## src/rtl/instr_fetch.sv

```systemverilog
// Instruction fetch stage: owns the PC, issues credit-limited word reads to
// instruction memory and queues returned words with their PCs for decode.
module instr_fetch #(
  parameter int unsigned DEPTH    = 2,
  parameter logic [31:0] RESET_PC = 32'h0000_0000
) (
  input  logic        clk,
  input  logic        rst_n,
  output logic        imem_req_valid,
  input  logic        imem_req_ready,
  output logic [31:0] imem_addr,
  input  logic        imem_rsp_valid,
  input  logic [31:0] imem_rsp_data,
  input  logic        redirect_valid,
  input  logic [31:0] redirect_pc,
  output logic        if_valid,
  input  logic        if_ready,
  output logic [31:0] if_instr,
  output logic [31:0] if_pc,
  output logic [31:0] if_pc_plus4
);
  localparam int unsigned AW = $clog2(DEPTH);
  localparam int unsigned CW = $clog2(DEPTH + 1);
  localparam logic [CW:0] DEPTH_W = (CW+1)'(DEPTH);

  logic [31:0]   pc_q, pc_d;
  logic [CW-1:0] count_q, count_d;
  logic [CW-1:0] outstanding_q, outstanding_d;
  logic [CW-1:0] drop_cnt_q, drop_cnt_d;
  logic [AW-1:0] wr_ptr_q, wr_ptr_d, rd_ptr_q, rd_ptr_d;
  logic [AW-1:0] tag_wr_q, tag_wr_d, tag_rd_q, tag_rd_d;

  logic [31:0] instr_mem [DEPTH];
  logic [31:0] pc_mem    [DEPTH];
  logic [31:0] tag_mem   [DEPTH];

  logic        fire, push, pop, drop;
  logic [CW:0] in_use;

  assign in_use    = {1'b0, count_q} + {1'b0, outstanding_q};
  assign imem_addr = pc_q;

  always_comb begin
    // A request is only allowed when a FIFO slot is guaranteed for its response.
    imem_req_valid = rst_n && !redirect_valid && (in_use < DEPTH_W);
    fire           = imem_req_valid && imem_req_ready;
    if_valid       = (count_q != '0);
    drop           = (drop_cnt_q != '0) || redirect_valid;
    push           = imem_rsp_valid && !drop;
    pop            = if_valid && if_ready && !redirect_valid;
    if_instr       = if_valid ? instr_mem[rd_ptr_q] : '0;
    if_pc          = if_valid ? pc_mem[rd_ptr_q] : '0;
    if_pc_plus4    = if_valid ? (pc_mem[rd_ptr_q] + 32'd4) : '0;
  end

  always_comb begin
    pc_d          = pc_q;
    count_d       = count_q;
    outstanding_d = outstanding_q + CW'(fire) - CW'(imem_rsp_valid);
    drop_cnt_d    = drop_cnt_q;
    wr_ptr_d      = wr_ptr_q;
    rd_ptr_d      = rd_ptr_q;
    tag_wr_d      = fire ? tag_wr_q + AW'(1) : tag_wr_q;
    tag_rd_d      = imem_rsp_valid ? tag_rd_q + AW'(1) : tag_rd_q;

    if (redirect_valid) begin
      // Everything still in flight belongs to the old path.
      pc_d       = redirect_pc & 32'hFFFF_FFFC;
      count_d    = '0;
      wr_ptr_d   = rd_ptr_q;
      drop_cnt_d = outstanding_q - CW'(imem_rsp_valid);
    end else begin
      if (fire) begin
        pc_d = pc_q + 32'd4;
      end
      if (imem_rsp_valid && (drop_cnt_q != '0)) begin
        drop_cnt_d = drop_cnt_q - CW'(1);
      end
      if (push) begin
        wr_ptr_d = wr_ptr_q + AW'(1);
      end
      if (pop) begin
        rd_ptr_d = rd_ptr_q + AW'(1);
      end
      case ({push, pop})
        2'b10:   count_d = count_q + CW'(1);
        2'b01:   count_d = count_q - CW'(1);
        default: count_d = count_q;
      endcase
    end
  end

  always_ff @(posedge clk or negedge rst_n) begin
    if (!rst_n) begin
      pc_q          <= RESET_PC & 32'hFFFF_FFFC;
      count_q       <= '0;
      outstanding_q <= '0;
      drop_cnt_q    <= '0;
      wr_ptr_q      <= '0;
      rd_ptr_q      <= '0;
      tag_wr_q      <= '0;
      tag_rd_q      <= '0;
    end else begin
      pc_q          <= pc_d;
      count_q       <= count_d;
      outstanding_q <= outstanding_d;
      drop_cnt_q    <= drop_cnt_d;
      wr_ptr_q      <= wr_ptr_d;
      rd_ptr_q      <= rd_ptr_d;
      tag_wr_q      <= tag_wr_d;
      tag_rd_q      <= tag_rd_d;
    end
  end

  // Storage needs no reset: the counters decide which entries are meaningful.
  always_ff @(posedge clk) begin
    if (fire) begin
      tag_mem[tag_wr_q] <= pc_q;
    end
    if (push) begin
      instr_mem[wr_ptr_q] <= imem_rsp_data;
      pc_mem[wr_ptr_q]    <= tag_mem[tag_rd_q];
    end
  end

  a_rsp_has_request: assert property (@(posedge clk) disable iff (!rst_n)
    imem_rsp_valid |-> (outstanding_q != '0));

endmodule
```

## config.mk

```make
export PLATFORM = sky130hd
export DESIGN_NAME = instr_fetch
export DESIGN_NICKNAME = d
export VERILOG_FILES = /design/src/rtl/instr_fetch.sv
export SDC_FILE = /design/constraint.sdc
export NUM_CORES = 1
export LEC_CHECK = 0
export CAP_MARGIN = 20
export CORE_MARGIN = 5
export CORE_UTILIZATION = 45
export DETAILED_ROUTE_END_ITERATION = 16
export GPL_ROUTABILITY_DRIVEN = 1
export PLACE_DENSITY = 0.73
export SYNTH_ARGS = -nofsm -noshare
export SYNTH_HDL_FRONTEND = slang
export SYNTH_SLANG_ARGS = --single-unit
```

## constraint.sdc

```tcl
create_clock -name clk -period 5.4 [get_ports clk]
set_input_delay 1.08 -clock clk [delete_from_list [all_inputs] [get_ports clk]]
set_output_delay 1.08 -clock clk [all_outputs]
set_load 0.1 [all_outputs]
```

Yosys cells after proc, flatten, opt, wreduce, memory -nomap -nowiden. Memory sizes are Yosys's and may differ from the RTL's. Index checks and enable logic that the tools add are counted.

$add $sub $neg: 13. Equal/unequal tests: 2. Mux-type cells: 15. Reduce and logical (&&, ||, !) cells: 17. Order comparisons: 1. Bitwise gates (word level): 1.

Operators by type and width (number): $mux W32 (5); $add A32 B3 Y32 const B (2); $reduce_bool A2 Y1 (5); $logic_and A1 B1 Y1 (7); $mux W1 (6); $mux W2 (3); $add A1 B1 Y1 const B (4); $pmux W2 S2 (1); $sub A2 B1 Y2 (2); $sub A2 B1 Y2 const B (2); $add A2 B2 Y3 (1); $lt A3 B2 Y1 const B (1); $reduce_bool A3 Y1 (1); $add A2 B1 Y2 (1); $add A2 B1 Y2 const B (1); $eq A2 B1 Y1 const B (1); $eq A2 B2 Y1 const B (1); $logic_not A1 Y1 (2); $reduce_and A2 Y1 (1); $logic_or A1 B1 Y1 (1); $not A1 Y1 (1).

Register bits: 42. Memories kept: 3. Bits of input ports: 70. Word-level logic and storage cells: 60. RAM bits: 192.

Memory list: instr_mem (depth 2, width 32, rd ports 1, clocked after Yosys merged registers in 0, wr ports 1, line 33) `logic [31:0] instr_mem [DEPTH];`; pc_mem (depth 2, width 32, rd ports 1, clocked after Yosys merged registers in 0, wr ports 1, line 34) `logic [31:0] pc_mem [DEPTH];`; tag_mem (depth 2, width 32, rd ports 1, clocked after Yosys merged registers in 0, wr ports 1, line 35) `logic [31:0] tag_mem [DEPTH];`.

Longest topological paths before layout. Gate-level depths: netlist of the first run.

Word-level depth: 7. Mapped depth: 12.

Worst setup path after synthesis of the first run. OpenSTA, ideal clock, no wires.

Path kind: input to register. Start point: input port redirect_valid. End point: memory instr_mem[1][0], enable pin. Stages: 4. Library setup time: 0.571 ns. Setup slack: -1.412 ns. Arrival: 6.240 ns. Buffers on the path: 3. Required time: 4.829 ns. Path through: clkbuf_1 > clkbuf_1 > buf_1 > nor3b_1.

Cells in the longest elaborated chain, start to end: 5.

Ends and longest elaborated chain: from (decl) (line 14) `input logic redirect_valid,`; $logic_or A1 B1 Y1 (line 48) `drop = (drop_cnt_q != '0) || redirect_valid;`; $logic_not A1 Y1 (line 49) `push = imem_rsp_valid && !drop;`; $logic_and A1 B1 Y1 (line 49); $mux W1 (line 120) `if (push) begin`; $mux W1 (not written as such) (line 121) `instr_mem[wr_ptr_q] <= imem_rsp_data;`; to (decl) (line 33).

No other way between the ends.

Worst setup path after layout of the first run.
Start point: register rd_ptr_q. End point: output port if_pc_plus4[30].

Cells in the longest elaborated chain, start to end: 3.

Ends and longest elaborated chain: from (decl) (line 30) `logic [AW-1:0] wr_ptr_q, wr_ptr_d, rd_ptr_q, rd_ptr_d;`; from (signal assigned) (line 109) `rd_ptr_q <= rd_ptr_d;`; $mem_v2 Z2 W32; $add A32 B3 Y32 (line 53) `if_pc_plus4 = if_valid ? (pc_mem[rd_ptr_q] + 32'd4) : '0;`; $mux W32 (line 53); to (decl) (line 20) `output logic [31:0] if_pc_plus4`.

No other way between the ends.

==> reports/results.tsv, run 1 <==
stage	metric	value	unit
run_status	run_status	finished clean	
cells_and_area	fin_util	59.4	%
cts	insertion_delay	530	ps
grt	antenna_found_initial	0	
timing	slew_headroom	27.6	%
cts	numCtsBuffers	24	
timing	final_max_slew_viol_count	0	
grt	grt.overflow.total	0	
cts	cts_root_buf	clkbuf_16	
placement	gp_congestion	0.825	
critical_path	cp.required	4320	ps
critical_path	critical_path_class	reg -> out	
detailed_routing	antenna_left	0	
floorplanning	core.rowCount	55	
critical_path	end_kind	output port	
job	cap_violations	0	
critical_path	start_kind	flop	
synth	postSynthAreaPerCell	12.9	um2
floorplanning	start_util	46.0	%
synth	synthArstFlopShare	17.9	%
floorplanning	dieArea	0.0264	mm2
cts	clk_pin_slew	60	ps
critical_path	startpoint	rd_ptr_q	
placement	post_dp_cell_area	0.0127	mm2
cts	cts_buffer_depth	3	
critical_path	cpMaxStageDelayCell	dfrtp_4	
critical_path	critPathBufInv	1	
worst_hold_path	min_from	tag_wr_q	
floorplanning	die_width	163	um
floorplanning	die_h	163	um
grt	grt_pass1_wl	38400	um
worst_hold_path	holdPathEnd	tag_wr_q	
synth	synth-main-ff-cell	edfxtp_1	
floorplanning	coreArea	0.0228	mm2
timing	finalCritPeriodShare	86.5	%
cells_and_area	fillers	1796	
critical_path	rrSetupSlack	2390	ps
cts	hold_buffers	0	
timing	max_clock_freq	214	MHz
critical_path	rr_worst_depth	11	
synth	syn-cell-area	0.0105	mm2
detailed_routing	drtIter0Drc	438	
worst_hold_path	hold_class	reg -> reg	
detailed_routing	viasPerCell	5.29	
cts	cts_resized	0	
detailed_routing	firstDrtPassIters	6	
cts	clock-sinks	224	
timing	hold_viol_final	0	
grt	grt_start_max_net_pins	83	
cells_and_area	finalNetCount	1081	
timing	max_slew.worst_pin.slew	1080	ps
pwr	powerDensity	446	mW/mm2
timing	setup_viol	0	
timing	fin_skew	24.7	ps
detailed_routing	wl_per_cell	18.4	um
critical_path	crit_path_max_fanout	53	
critical_path	cp.arrival	3590	ps
synth	synth-seq-cells	224	
synth	yosysWarningCount	0	
cells_and_area	final_layout_size_suffix_gt1_share	14.1	%
floorplanning	ioPinCount	200	
cts	htree_levels	1	
placement	post-dp-hpwl	17300	um
cells_and_area	area_growth	29.0	%
placement	numPortBuffers	191	
synth	synth_cell_types	69	
critical_path	path_delay_family	simple AND/OR/NAND/NOR gates	
critical_path	cp_slowest_stage_delay	860	ps
critical_path	r2r-end	outstanding_q[1]	
worst_hold_path	hold_depth	1	
synth	syn_inst	814	
pwr	ir_worst_vdd	0.258	mV
grt	grt_pass1_vias	6924	
critical_path	r2r-start	count_q[0]	
timing	layout_min_cycle_time	4670	ps
detailed_routing	routed_wl	24600	um
critical_path	crit_chain	nand3_1 -> a221oi_2 -> nand4_4 -> and4bb_1 -> mux2_1 -> buf_4	
cells_and_area	num_antenna_cells	0	
cells_and_area	fin_area	0.0135	mm2
detailed_routing	vias	7064	
grt	globalRouteTotalUtil	18.0	%
timing	grt_setup_unrepaired	false	
synth	synth_edf_count	184	
cts	cts_tree	yes	
cts	post_cts_buffers	0	
pwr	power_leakage	4.95	nW
synth	yosysSeqAreaShare	62.3	%
detailed_routing	drc_errors	0	
## power by group
part	leakage, nW	internal (W)	switching, W
registers	2.15	0.00207	0.000194
logic	2.39	0.000636	0.00140
clock network	0.408	0.00104	0.000685
## synthesized netlist by cell type (8+ instances only)
cell type  number  area share (%)
nand4_1        22             1.3
clkbuf_1       16            0.57
nand2_1        58             2.1
inv_1          18            0.64
mux2_2         36             3.9
dfrtp_1        40             9.6
buf_4           9            0.64
buf_2          10            0.48
and2_1         11            0.66
o21ai_0        28             1.3
nand3_1        36             1.7
nor3_1         11            0.53
nand3b_1        8            0.57
a21oi_1        14            0.67
nor2b_1        10            0.60
edfxtp_1      184              53
xnor2_1        18             1.5
nor2_1         97             3.5
mux2i_1        55             5.3
## final cells by class
class | count | area [um2] | area share [%]
clock buffers | 29 | 629 | 4.66
clock inverters | 15 | 224 | 1.66
inverters | 18 | 67.6 | 0.500
multi-input cells | 531 | 3690 | 27.3
flip-flops and latches | 224 | 6530 | 48.3
well taps | 313 | 392 | 2.90
repair buffers | 205 | 1990 | 14.7
## kinds of logic (layout without fill, tap and decap cells)
family	Yosys count	count (layout)	synth area share, %
fa+ha+maj	7	7	0.908
flops	224	224	62.3
xor+xnor	25	25	2.09
mux	93	93	9.34
compound gates	105	105	7.11
buf+inv	64	267	3.14
simple gates	295	295	15.1
other cells	1	6	0.0358
## worst max path at each step
stage	endpoint	slack, ps	cells after the start
6_report	if_pc_plus4[30]	730	6
3_3_place_gp	if_pc_plus4[30]	1320	6
3_5_place_dp	if_pc_plus4[30]	1280	6
5_1_grt	if_pc_plus4[30]	530	6
2_1_floorplan	if_pc_plus4[18]	-50	11
4_1_cts	if_pc_plus4[30]	710	6
## per-layer routing
metal  track usage [%]  up-vias  share of wire, %
li1                  -     3426                 -
met1              26.1     3399                46
met2              28.4      220                46
met3              4.02       19               6.7
met4              3.13        0               1.1
met5                 0        -                 0
## registers in the layout (all words and copies together) (netlist names)
register	cells
tag_rd_q	1
outstanding_q	2
pc_mem	60
wr_ptr_q	1
drop_cnt_q	2
tag_mem	60
instr_mem	64
imem_addr	30
count_q	2
rd_ptr_q	1
tag_wr_q	1
## cells in the final DEF, fill, tap and decap left out, types with 5 or more instances in the layout
master,Yosys,final
edfxtp_1,184,184
clkdlybuf4s50_1,0,161
nor2_1,97,95
nand2_1,58,58
mux2i_1,55,55
dfrtp_1,40,39
buf_4,9,38
mux2_2,36,36
nand3_1,36,36
o21ai_0,28,28
clkbuf_16,0,24
nand4_1,22,22
xnor2_1,18,18
inv_1,18,18
a21oi_1,14,14
and2_1,11,11
nor2b_1,10,10
nor3_1,11,10
nand3b_1,8,8
a31oi_1,7,7
and3_1,7,7
xor2_1,7,7
o311ai_0,7,7
a22oi_1,6,6
o31ai_1,7,6
o211ai_1,6,6
ha_1,6,6
conb_1,1,6
nand2b_1,5,5
clkinv_4,0,5
## worst reg2reg max path: cells and delay by family, from the launching register on
family | cells | cell delay, ps
XOR/XNOR | 2 | 320
adder cells (fa/ha/maj) | 3 | 910
buffers and inverters | 3 | 430
flip-flops | 1 | 440
AND/OR/NAND/NOR | 3 | 830
## per-stage QoR
stage	hold WS, ps	setup TNS, ps	std cells	worst slack (ps)	total power (W)
floorplan	461	-154	819	-51.4	0.00388
global placement	494	0	1291	1320	0.00431
detailed placement	506	0	1291	1280	0.00434
CTS	516	0	1335	707	0.00607
global route	539	0	1335	527	0.00627
finish	518	0	1335	728	0.00603
Note: power is estimated with default switching activity, not from simulation.
==> run 2: changes to the inputs <==
--- a/config.mk
+++ b/config.mk
@@ -9,8 +9,8 @@
 export CORE_MARGIN = 5
 export CORE_UTILIZATION = 45
 export DETAILED_ROUTE_END_ITERATION = 16
-export GPL_ROUTABILITY_DRIVEN = 1
-export PLACE_DENSITY = 0.73
+export DONT_BUFFER_PORTS = 1
+export MAX_ROUTING_LAYER = met4
 export SYNTH_ARGS = -nofsm -noshare
 export SYNTH_HDL_FRONTEND = slang
 export SYNTH_SLANG_ARGS = --single-unit
==> run 2 against run 1 <==
Effect of this change:
- utilization down 5.2 points
- total power fell by 2.0%
- sequential power rose by 7%
- setup slack better by 41 ps
- combinational power decreased by 12%
- worst hold slack got worse by 260 ps
- routed wire length down 2.8%
- register-to-register slack worse by 480 ps
- non-clock buffer count decreased by 154
==> reports/results.tsv, run 2 (synthesized netlist as in run 1, its figures left out) <==
stage	metric	value	unit
cts	clock-sinks	224	
cells_and_area	finalNetCount	927	
detailed_routing	routed_wl	23900	um
critical_path	cp.arrival	3550	ps
timing	fin_skew	6.18	ps
detailed_routing	drc_errors	0	
job	cap_violations	0	
detailed_routing	vias	6633	
grt	globalRouteTotalUtil	18.2	%
cells_and_area	largest-register	instr_mem	
cts	insertion_delay	510	ps
pwr	power_leakage	4.45	nW
cts	cts_tree	yes	
timing	grt_setup_unrepaired	false	
floorplanning	coreArea	0.0228	mm2
critical_path	crit_path_max_fanout	36	
placement	gp_congestion	0.930	
timing	final_max_slew_viol_count	0	
placement	post-dp-hpwl	17100	um
cts	cts_root_buf	clkbuf_16	
critical_path	cpMaxStageDelayCell	a221oi_2	
floorplanning	core.rowCount	55	
critical_path	crit_chain	nand3_1 -> a221oi_2 -> nand4_4 -> and4bb_1 -> mux2_1 -> buf_4	
timing	layout_min_cycle_time	4630	ps
run_status	run_status	finished clean	
critical_path	cp_slowest_stage_delay	730	ps
cells_and_area	num_antenna_cells	0	
grt	grt_pass1_vias	6652	
placement	numPortBuffers	0	
worst_hold_path	hold_class	in -> async	
detailed_routing	antenna_left	0	
critical_path	critical_path_class	reg -> out	
cts	post_cts_buffers	0	
timing	max_clock_freq	216	MHz
critical_path	start_kind	flop	
cts	clk_pin_slew	60	ps
floorplanning	start_util	46.0	%
pwr	finalPower	0.00591	W
grt	grt_pass1_wl	37700	um
cells_and_area	largest_reg_flops	64	
grt	grt_start_max_net_pins	63	
timing	holdWs	262	ps
timing	finalCritPeriodShare	85.8	%
pwr	powerDensity	479	mW/mm2
timing	hold_viol_final	0	
timing	slew_headroom	24.2	%
cells_and_area	final_common_cell	edfxtp_1	
grt	grt.overflow.total	0	
cts	numCtsBuffers	24	
cts	cts_resized	0	
timing	tns	0	ps
critical_path	end_kind	output port	
detailed_routing	wl_per_cell	20.2	um
timing	max_slew.worst_pin.slew	1140	ps
floorplanning	ioPinCount	200	
cells_and_area	stdcell_count	1181	
critical_path	cp.required	4320	ps
cts	htree_levels	1	
grt	antenna_found_initial	0	
timing	setup_viol	0	
floorplanning	die_width	163	um
cts	hold_buffers	0	
cells_and_area	final_cell_mix	184 x edfxtp_1, 71 x nor2_2, 58 x nand2_1, 55 x mux2i_1, 46 x buf_4	
detailed_routing	firstDrtPassIters	4	
cells_and_area	area_growth	17.7	%
cts	cts_buffer_depth	3	
floorplanning	dieArea	0.0264	mm2
cells_and_area	reg_top3	instr_mem (64), pc_mem (60), tag_mem (60)	
pwr	ir_worst_vdd	0.201	mV
detailed_routing	viasPerCell	5.62	
detailed_routing	drtIter0Drc	472	
cells_and_area	final_layout_size_suffix_gt1_share	26.4	%
placement	place_inst	1136	
floorplanning	die_h	163	um
## run 2: changes by cell type in the layout (fill, tap and decap cells not counted), sizes merged
cell,before,now
clkinvlp,2,0
buf,44,51
clkdlybuf4s50,161,0
clkinv,9,4
clkbuf,29,36
## run 2: power by group
group          internal (W)  switching (W)  leakage, nW
registers           0.00207       0.000352         2.15
clock network       0.00108       0.000624        0.409
logic              0.000511        0.00127         1.89
## run 2: stage by stage
step,setup WS [ps],utilization (%),area (um2)
after floorplan,-51.4,-,10500
after global placement,1320,50.4,11500
after detailed placement,1290,50.4,11500
after CTS,747,54.0,12300
after global routing,600,54.2,12300
final,769,54.2,12300
## run 2: layout make-up
class                   count  area [um2]
flip-flops and latches    224        6530
clock inverters             8         139
fillers                  1862       10400
multi-input cells         531        4030
repair buffers             51         483
clock buffers              36         697
well taps                 313         392
inverters                  18        67.6
## run 2: final timing paths
check,startpoint,endpoint,slack [ps],cells past startpoint
max in group asynchronous,rst_n,rd_ptr_q,5030,0
min reg2reg,tag_wr_q,tag_wr_q,510,1
max reg2reg,count_q[0],outstanding_q[1],1910,12
max,rd_ptr_q,if_pc_plus4[30],770,6
min,rst_n,imem_addr[21],260,0
min in group clk,tag_wr_q,tag_wr_q,510,1
## run 2: worst max-delay path, delay by kind of cell (launching register included)
kind / cells / cell delay [ps]
and+or+nand+nor: 3 / 1020
AOI/OAI and AO/OA: 1 / 730
DFF: 1 / 720
muxes: 1 / 320
buffers and inverters: 1 / 230
## run 2: metal layers
| layer | routed length [um] | up-vias | global-route usage (%) |
|---|---|---|---|
| met5 | 0 | - | - |
| met4 | 463 | 0 | 4.31 |
| met3 | 2200 | 34 | 4.66 |
| met2 | 10900 | 248 | 28.2 |
| met1 | 10400 | 3244 | 24.3 |
| li1 | - | 3107 | - |
==> run 3: changes to the inputs <==
--- a/config.mk
+++ b/config.mk
@@ -5,6 +5,7 @@
 export SDC_FILE = /design/constraint.sdc
 export NUM_CORES = 1
 export LEC_CHECK = 0
+export ABC_CLOCK_PERIOD_IN_PS = 5400
 export CAP_MARGIN = 20
 export CORE_MARGIN = 5
 export CORE_UTILIZATION = 45
==> results of run 3 <==
Same layout as run 2: the final DEF is identical, and so are final timing and power.
